$ cat src/rtl/wgt_sched_pkg.sv
// Shared types and helpers for the weight-load scheduler: one-hot state
// encoding, kernel-size validation and kernel-area lookup.
package wgt_sched_pkg;

  localparam int SET_W_DEF  = 4;
  localparam int GRP_W_DEF  = 6;
  localparam int ADDR_W_DEF = 11;

  typedef enum logic [6:0] {
    ST_IDLE    = 7'b0000001,
    ST_CHECK   = 7'b0000010,
    ST_WAITBUF = 7'b0000100,
    ST_ISSUE   = 7'b0001000,
    ST_RUN     = 7'b0010000,
    ST_ADV     = 7'b0100000,
    ST_FIN     = 7'b1000000
  } state_t;

  function automatic logic ksize_valid(input logic [2:0] ksize);
    return (ksize == 3'd1) || (ksize == 3'd3) || (ksize == 3'd5);
  endfunction

  // Words per channel group in a kernel bank: ksize squared.
  function automatic logic [4:0] ksq_lookup(input logic [2:0] ksize);
    logic [4:0] ksq;
    case (ksize)
      3'd3:    ksq = 5'd9;
      3'd5:    ksq = 5'd25;
      default: ksq = 5'd1;
    endcase
    return ksq;
  endfunction

endpackage

$ cat src/rtl/wgt_load_sched_if.sv
// Layer-configuration handshake between the layer controller (master) and
// the weight-load scheduler (slave).
interface wgt_load_sched_if import wgt_sched_pkg::*; #(
  parameter int SET_W = SET_W_DEF,
  parameter int GRP_W = GRP_W_DEF
) ();

  logic             cfg_valid;
  logic             cfg_ready;
  logic [2:0]       cfg_kernel_size;
  logic [SET_W-1:0] cfg_num_sets;
  logic [GRP_W-1:0] cfg_num_grps;
  logic             cfg_err;

  modport master (
    output cfg_valid, cfg_kernel_size, cfg_num_sets, cfg_num_grps,
    input  cfg_ready, cfg_err
  );

  modport slave (
    input  cfg_valid, cfg_kernel_size, cfg_num_sets, cfg_num_grps,
    output cfg_ready, cfg_err
  );

endinterface

$ cat src/rtl/wgt_pingpong_tracker.sv
// Ping-pong weight buffer bookkeeping: which buffer is being written and
// which buffers hold a loaded tile not yet released by the PE array.
module wgt_pingpong_tracker (
  input  logic       clock,
  input  logic       rst,
  input  logic       set_full,
  input  logic       toggle,
  input  logic [1:0] rel,
  output logic       sel,
  output logic [1:0] full,
  output logic       free
);

  logic [1:0] set_mask;

  assign set_mask = set_full ? (sel ? 2'b10 : 2'b01) : 2'b00;
  assign free     = ~full[sel];

  // NOTE: state is updated with non-blocking assignments so every flop samples
  // pre-edge values; a blocking write here would leak into later reads.
  always_ff @(posedge clock or posedge rst) begin
    if (rst) begin
      sel  <= 1'b0;
      full <= 2'b00;
    end else begin
      // A load completing on the same edge as a release of that buffer wins.
      full <= set_mask | (full & ~rel);
      if (toggle) sel <= ~sel;
    end
  end

endmodule

$ cat src/rtl/wgt_load_sched.sv
// Weight-load scheduler: walks one layer's (kernel set x channel group) tiles,
// triggers img2col_weight per tile and gates issue on a free ping-pong buffer.
module wgt_load_sched import wgt_sched_pkg::*; #(
  parameter int SET_W  = SET_W_DEF,
  parameter int GRP_W  = GRP_W_DEF,
  parameter int ADDR_W = ADDR_W_DEF
) (
  input  logic              clock,
  input  logic              rst,
  wgt_load_sched_if.slave   cfg,
  output logic              i2c_wgt_start,
  output logic [2:0]        i2c_kernel_size,
  input  logic              i2c_ready,
  output logic [SET_W-1:0]  bank_sel,
  output logic [ADDR_W-1:0] grp_base,
  output logic              wbuf_sel,
  output logic [1:0]        wbuf_full,
  input  logic [1:0]        wbuf_release,
  output logic              tile_last,
  output logic              busy,
  output logic              done
);

  state_t           state;
  logic [2:0]       ksize_q;
  logic [4:0]       ksq_q;
  logic [SET_W-1:0] sets_q;
  logic [SET_W-1:0] set_idx;
  logic [GRP_W-1:0] grps_q;
  logic [GRP_W-1:0] grp_idx;
  logic             cfg_err_q;
  logic             done_q;
  logic             buf_free;
  logic             buf_set;
  logic             buf_toggle;

  // Start is exactly the ISSUE state flop, so it drops on the edge that sees
  // the engine go busy and clears asynchronously with rst.
  assign i2c_wgt_start   = (state == ST_ISSUE);
  assign cfg.cfg_ready   = (state == ST_IDLE);
  assign busy            = (state != ST_IDLE);
  assign cfg.cfg_err     = cfg_err_q;
  assign done            = done_q;
  assign i2c_kernel_size = ksize_q;
  assign bank_sel        = set_idx;

  assign tile_last = (set_idx == sets_q - SET_W'(1)) &&
                     (grp_idx == grps_q - GRP_W'(1));

  assign buf_set    = (state == ST_RUN) && i2c_ready;
  assign buf_toggle = (state == ST_ADV);

  wgt_pingpong_tracker u_tracker (
    .clock    (clock),
    .rst      (rst),
    .set_full (buf_set),
    .toggle   (buf_toggle),
    .rel      (wbuf_release),
    .sel      (wbuf_sel),
    .full     (wbuf_full),
    .free     (buf_free)
  );

  always_ff @(posedge clock or posedge rst) begin
    if (rst) begin
      state     <= ST_IDLE;
      ksize_q   <= '0;
      ksq_q     <= '0;
      sets_q    <= '0;
      grps_q    <= '0;
      set_idx   <= '0;
      grp_idx   <= '0;
      grp_base  <= '0;
      cfg_err_q <= 1'b0;
      done_q    <= 1'b0;
    end else begin
      cfg_err_q <= 1'b0;
      done_q    <= 1'b0;
      case (state)
        ST_IDLE: begin
          if (cfg.cfg_valid) begin
            ksize_q  <= cfg.cfg_kernel_size;
            sets_q   <= cfg.cfg_num_sets;
            grps_q   <= cfg.cfg_num_grps;
            set_idx  <= '0;
            grp_idx  <= '0;
            grp_base <= '0;
            state    <= ST_CHECK;
          end
        end
        ST_CHECK: begin
          if (!ksize_valid(ksize_q) || (sets_q == '0) || (grps_q == '0)) begin
            cfg_err_q <= 1'b1;
            state     <= ST_IDLE;
          end else begin
            ksq_q <= ksq_lookup(ksize_q);
            state <= ST_WAITBUF;
          end
        end
        ST_WAITBUF: if (buf_free) state <= ST_ISSUE;
        ST_ISSUE:   if (!i2c_ready) state <= ST_RUN;
        ST_RUN:     if (i2c_ready) state <= ST_ADV;
        ST_ADV: begin
          // Base address accumulates ksq per group instead of multiplying.
          if (grp_idx == grps_q - GRP_W'(1)) begin
            grp_idx  <= '0;
            grp_base <= '0;
            set_idx  <= set_idx + SET_W'(1);
          end else begin
            grp_idx  <= grp_idx + GRP_W'(1);
            grp_base <= grp_base + ADDR_W'(ksq_q);
          end
          if (tile_last) begin
            done_q <= 1'b1;
            state  <= ST_FIN;
          end else begin
            state  <= ST_WAITBUF;
          end
        end
        ST_FIN:  state <= ST_IDLE;
        default: state <= ST_IDLE;
      endcase
    end
  end

endmodule

$ cat src/flat_wrapper.sv
// flat-port wrapper written by rule: the top's interface ports become plain ports
module wgt_load_sched_flat import wgt_sched_pkg::*;
#(
  parameter int SET_W  = SET_W_DEF,
  parameter int GRP_W  = GRP_W_DEF,
  parameter int ADDR_W = ADDR_W_DEF
)
  (clock, rst, i2c_wgt_start, i2c_kernel_size, i2c_ready, bank_sel, grp_base, wbuf_sel, wbuf_full, wbuf_release, tile_last, busy, done, cfg_cfg_valid, cfg_cfg_kernel_size, cfg_cfg_num_sets, cfg_cfg_num_grps, cfg_cfg_ready, cfg_cfg_err);
  wgt_load_sched_if #(.SET_W(SET_W), .GRP_W(GRP_W)) cfg_i ();
  input  logic clock;
  input  logic rst;
  output logic i2c_wgt_start;
  output logic [2:0] i2c_kernel_size;
  input  logic i2c_ready;
  output logic [SET_W-1:0] bank_sel;
  output logic [ADDR_W-1:0] grp_base;
  output logic wbuf_sel;
  output logic [1:0] wbuf_full;
  input  logic [1:0] wbuf_release;
  output logic tile_last;
  output logic busy;
  output logic done;
  input wire logic [$bits(cfg_i.cfg_valid)-1:0] cfg_cfg_valid;
  input wire logic [$bits(cfg_i.cfg_kernel_size)-1:0] cfg_cfg_kernel_size;
  input wire logic [$bits(cfg_i.cfg_num_sets)-1:0] cfg_cfg_num_sets;
  input wire logic [$bits(cfg_i.cfg_num_grps)-1:0] cfg_cfg_num_grps;
  output wire logic [$bits(cfg_i.cfg_ready)-1:0] cfg_cfg_ready;
  output wire logic [$bits(cfg_i.cfg_err)-1:0] cfg_cfg_err;
  assign cfg_i.cfg_valid = cfg_cfg_valid;
  assign cfg_i.cfg_kernel_size = cfg_cfg_kernel_size;
  assign cfg_i.cfg_num_sets = cfg_cfg_num_sets;
  assign cfg_i.cfg_num_grps = cfg_cfg_num_grps;
  assign cfg_cfg_ready = cfg_i.cfg_ready;
  assign cfg_cfg_err = cfg_i.cfg_err;
  wgt_load_sched #(.SET_W(SET_W), .GRP_W(GRP_W), .ADDR_W(ADDR_W)) u_core (.clock(clock), .rst(rst), .cfg(cfg_i), .i2c_wgt_start(i2c_wgt_start), .i2c_kernel_size(i2c_kernel_size), .i2c_ready(i2c_ready), .bank_sel(bank_sel), .grp_base(grp_base), .wbuf_sel(wbuf_sel), .wbuf_full(wbuf_full), .wbuf_release(wbuf_release), .tile_last(tile_last), .busy(busy), .done(done));
endmodule
$ cat config.mk
export PLATFORM = sky130hd
export DESIGN_NAME = wgt_load_sched_flat
export DESIGN_NICKNAME = d
export VERILOG_FILES = /design/src/rtl/wgt_sched_pkg.sv /design/src/rtl/wgt_load_sched_if.sv /design/src/rtl/wgt_pingpong_tracker.sv /design/src/rtl/wgt_load_sched.sv /design/src/flat_wrapper.sv
export SDC_FILE = /design/constraint.sdc
export NUM_CORES = 1
export LEC_CHECK = 0
export ABC_AREA = 1
export BUFFER_PORTS_ARGS = -buffer_cell sky130_fd_sc_hd__buf_2
export CORE_MARGIN = 2
export CORE_UTILIZATION = 45
export CTS_CLUSTER_DIAMETER = 30
export DETAILED_ROUTE_END_ITERATION = 10
export PLACE_DENSITY = 0.66
export SLEW_MARGIN = 0
export SYNTH_ARGS = -nofsm -noshare
export SYNTH_HDL_FRONTEND = slang
export SYNTH_SLANG_ARGS = --single-unit
$ cat constraint.sdc
create_clock -name clock -period 2.9 [get_ports clock]
set_input_delay 0.58 -clock clock [delete_from_list [all_inputs] [get_ports clock]]
set_output_delay 0.58 -clock clock [all_outputs]
set_load 0.03 [all_outputs]
==> qor.yml <==
outcome: "complete, no violations"
start_util: 0.460
postCtsHoldBufs: 0
ant_nets: 0
crit_path_end: "tile_last"
gp_congestion: 0.873
p_comb_frac: 0.411
worst_slew_pin_slew_ns: 0.622
p_switching_uw: 998
drive_above_1_share: 0.214
worstRegToRegCells: 8
antenna_found_initial: 0
place_hpwl_mm: 4.62
synthesis.area_sq_um: 2870
setup_violations: 0
drt-initial-drc-count: 123
gr-usage-all-layers: 0.186
use_met1: 0.261
core.rowCount: 29
grt_pass1_vias: 2265
internal_power_uw: 1440
top_usage_layer: "met2"
cts-root-buf: "clkbuf_8"
criticalPathCategory: "reg2out"
p_seq_frac: 0.378
yosys_warnings: 0
r2r_setup_slack_ns: 0.89
dpl-instance-area_sq_um: 3160
critPathLaunchType: "register"
die-area_sq_um: 7030
io_buffers: 45
p_clk_frac: 0.211
hp-class: "in2async"
clk_pin_slew_ns: 0.09
p_sw_frac: 0.410
grt_max_degree: 26
die_w_um: 83.8
slew_headroom: 0.582
overflow: 0
rsz0062_at_grt: "no"
synth_cell_types: 36
fin_area_sq_um: 3310
min_period_over_period: 0.923
met3_usage: 0.0396
synthesis.nets: 390
vias_per_cell: 5.02
required_ns: 2.32
antenna_cells: 0
end_kind: "output port"
syn_inst: 361
postSynthAreaPerCell_sq_um: 7.95
reg2reg_to: "u_core.bank_sel[1]$_DFFE_PP0P_"
cp_max_fo: 9
finalHoldViolations: 0
io_pins: 46
drt_wl_total_mm: 6.16
fmax_mhz: 374
die_h_um: 83.8
clock_sinks: 49
grt_pass1_wl_mm: 10.6
drc: 0
fin_worst_skew_ns: 0.00748
tritoncts: "done"
vias: 2471
powerDensity_nw_per_um2: 736
coreArea_sq_um: 6240
wl_per_cell_um: 12.5
arrival_ns: 2.10
slew_viol_final: 0
clk_latency_ns: 0.31
setup_tns_ns: 0
clock_path_buffers: 2
met2_usage: 0.290
htreeDepth: 2
cts_made_buffers: 5
p_leak_uw: 0.00172
holdWs_ns: 0.296
nNetsFinal: 443
dr.pass1.iters: 4
crit_start: "u_core.grps_q[0]$_DFFE_PP0P_"
cts_resized: 0
ys_seq_elements: 49
post_cts_buffers: 0
period_needed_ns: 2.68
final_util: 0.531
irDropWorstVdd_v: 0.000452
yosysSeqAreaShare: 0.428
drv_cap: 0
timing.rr.start: "u_core.state[2]$_DFFE_PP0P_"
area_delta_synth_final_pct: 15.4
-- worst min path at each step --
stage | start | to | slack [ns] | depth (start not counted)
5_1_grt | rst | u_core.bank_sel[3]$_DFFE_PP0P_ | 0.33 | 2
6_report | rst | u_core.bank_sel[3]$_DFFE_PP0P_ | 0.30 | 2
4_1_cts | rst | u_core.bank_sel[3]$_DFFE_PP0P_ | 0.32 | 2
3_3_place_gp | u_core.ksq_q[0]$_DFFE_PP0N_ | u_core.ksq_q[0]$_DFFE_PP0N_ | 0.46 | 2
3_5_place_dp | u_core.ksq_q[0]$_DFFE_PP0N_ | u_core.ksq_q[0]$_DFFE_PP0N_ | 0.47 | 2
2_1_floorplan | u_core.ksq_q[0]$_DFFE_PP0N_ | u_core.ksq_q[0]$_DFFE_PP0N_ | 0.44 | 2
-- critical path: stages (launching register included) --
cell,delay (ns)
dfrtp_1,0.38
inv_1,0.17
ha_1,0.25
inv_1,0.07
nand2_1,0.07
nand3_1,0.06
nand2_1,0.08
nand3_1,0.08
nor2_2,0.15
nand2_4,0.11
nor2_1,0.14
buf_2,0.22
-- area by class of cell --
cell class	instances	area (sq um)
Fill cell	625	2930
Multi-Input combinational cell	251	1380
Sequential cell	49	1230
Timing Repair Buffer	53	285
Inverter	54	203
Tap cell	77	96.3
Clock buffer	6	82.6
Clock inverter	2	37.5
-- cells in the mapped netlist --
master / number / area [sq um]
a21boi_0: 1 / 7.51
a21oi_1: 3 / 15.0
a41oi_1: 1 / 8.76
buf_2: 2 / 10.0
buf_6: 4 / 45.0
clkbuf_1: 1 / 3.75
dfrtp_1: 48 / 1200
dfstp_2: 1 / 26.3
ha_1: 10 / 125
inv_1: 48 / 180
inv_2: 6 / 22.5
nand2_1: 95 / 357
nand2_2: 2 / 12.5
nand2_4: 3 / 33.8
nand3_1: 37 / 185
nand3_2: 1 / 10.0
nand3b_1: 3 / 22.5
nand4_1: 12 / 75.1
nand4_4: 1 / 21.3
nor2_1: 13 / 48.8
nor2_2: 2 / 12.5
nor2_4: 2 / 22.5
nor3_1: 5 / 25.0
nor3_2: 2 / 20.0
nor4_1: 1 / 6.26
nor4_2: 1 / 12.5
nor4_4: 1 / 21.3
o2111ai_1: 1 / 8.76
o211ai_1: 1 / 7.51
o21ai_0: 12 / 60.1
o21ai_1: 22 / 110
o21ai_2: 1 / 8.76
o22ai_1: 2 / 12.5
or2_2: 4 / 25.0
xnor2_1: 3 / 26.3
xor2_1: 9 / 78.8
-- metrics by stage --
step | instances | total power (uW) | setup WS (ns)
floorplan | 361 | 1710 | 0.471
global placement | 480 | 1890 | 0.516
detailed placement | 480 | 1920 | 0.475
CTS | 488 | 2450 | 0.121
global route | 492 | 2650 | 0.0733
finish | 492 | 2440 | 0.223
-- metal layers --
layer  vias up  routed length (um)
met5         -                   0
met4         0                  91
met3         7                 249
met2        44                2760
met1      1137                3060
li1       1283                   -
-- placed cells by master (no fill, tap or decap), types with 2 or more instances in the layout --
cell type  netlist  layout
a21oi_1          3       3
buf_2            2      45
buf_4            0       8
clkbuf_8         0       6
dfrtp_1         48      48
ha_1            10      10
inv_1           48      47
inv_2            6       7
nand2_1         95      95
nand2_2          2       2
nand2_4          3       3
nand3_1         37      37
nand3b_1         3       3
nand4_1         12      12
nor2_1          13      13
nor2_2           2       2
nor2_4           2       2
nor3_1           5       5
nor3_2           2       2
o21ai_0         12      12
o21ai_1         22      22
o22ai_1          2       2
or2_2            4       4
xnor2_1          3       3
xor2_1           9       9
-- sequential cells by signal, summed over array words and instances (netlist names) --
signal and cells:
u_core.ksq_q 3, u_core.cfg.cfg_err 1, u_core.grp_base 11, u_core.u_tracker.sel 1
u_core.grps_q 6, u_core.sets_q 4, u_core.u_tracker.full 2, u_core.done 1
u_core.bank_sel 4, u_core.state 7, u_core.grp_idx 6, u_core.i2c_kernel_size 3
-- logic make-up after synthesis --
| family | synth area share |
|---|---|
| flip-flops | 0.428 |
| buffers and inverters | 0.0911 |
| adder cells (fa/ha/maj) | 0.0436 |
| AND/OR/NAND/NOR | 0.317 |
| XOR/XNOR | 0.0366 |
| AO/OA/AOI/OAI | 0.0833 |
-- power groups by stage --
stage / sequential (uW) / combinational (uW) / clock (uW)
final: 921 / 1000 / 515
after global routing: 944 / 1150 / 558
after CTS: 922 / 992 / 534
after detailed placement: 935 / 987 / 0
after global placement: 928 / 967 / 0
after floorplan: 964 / 744 / 0
Power figures use the tool's default switching activity.
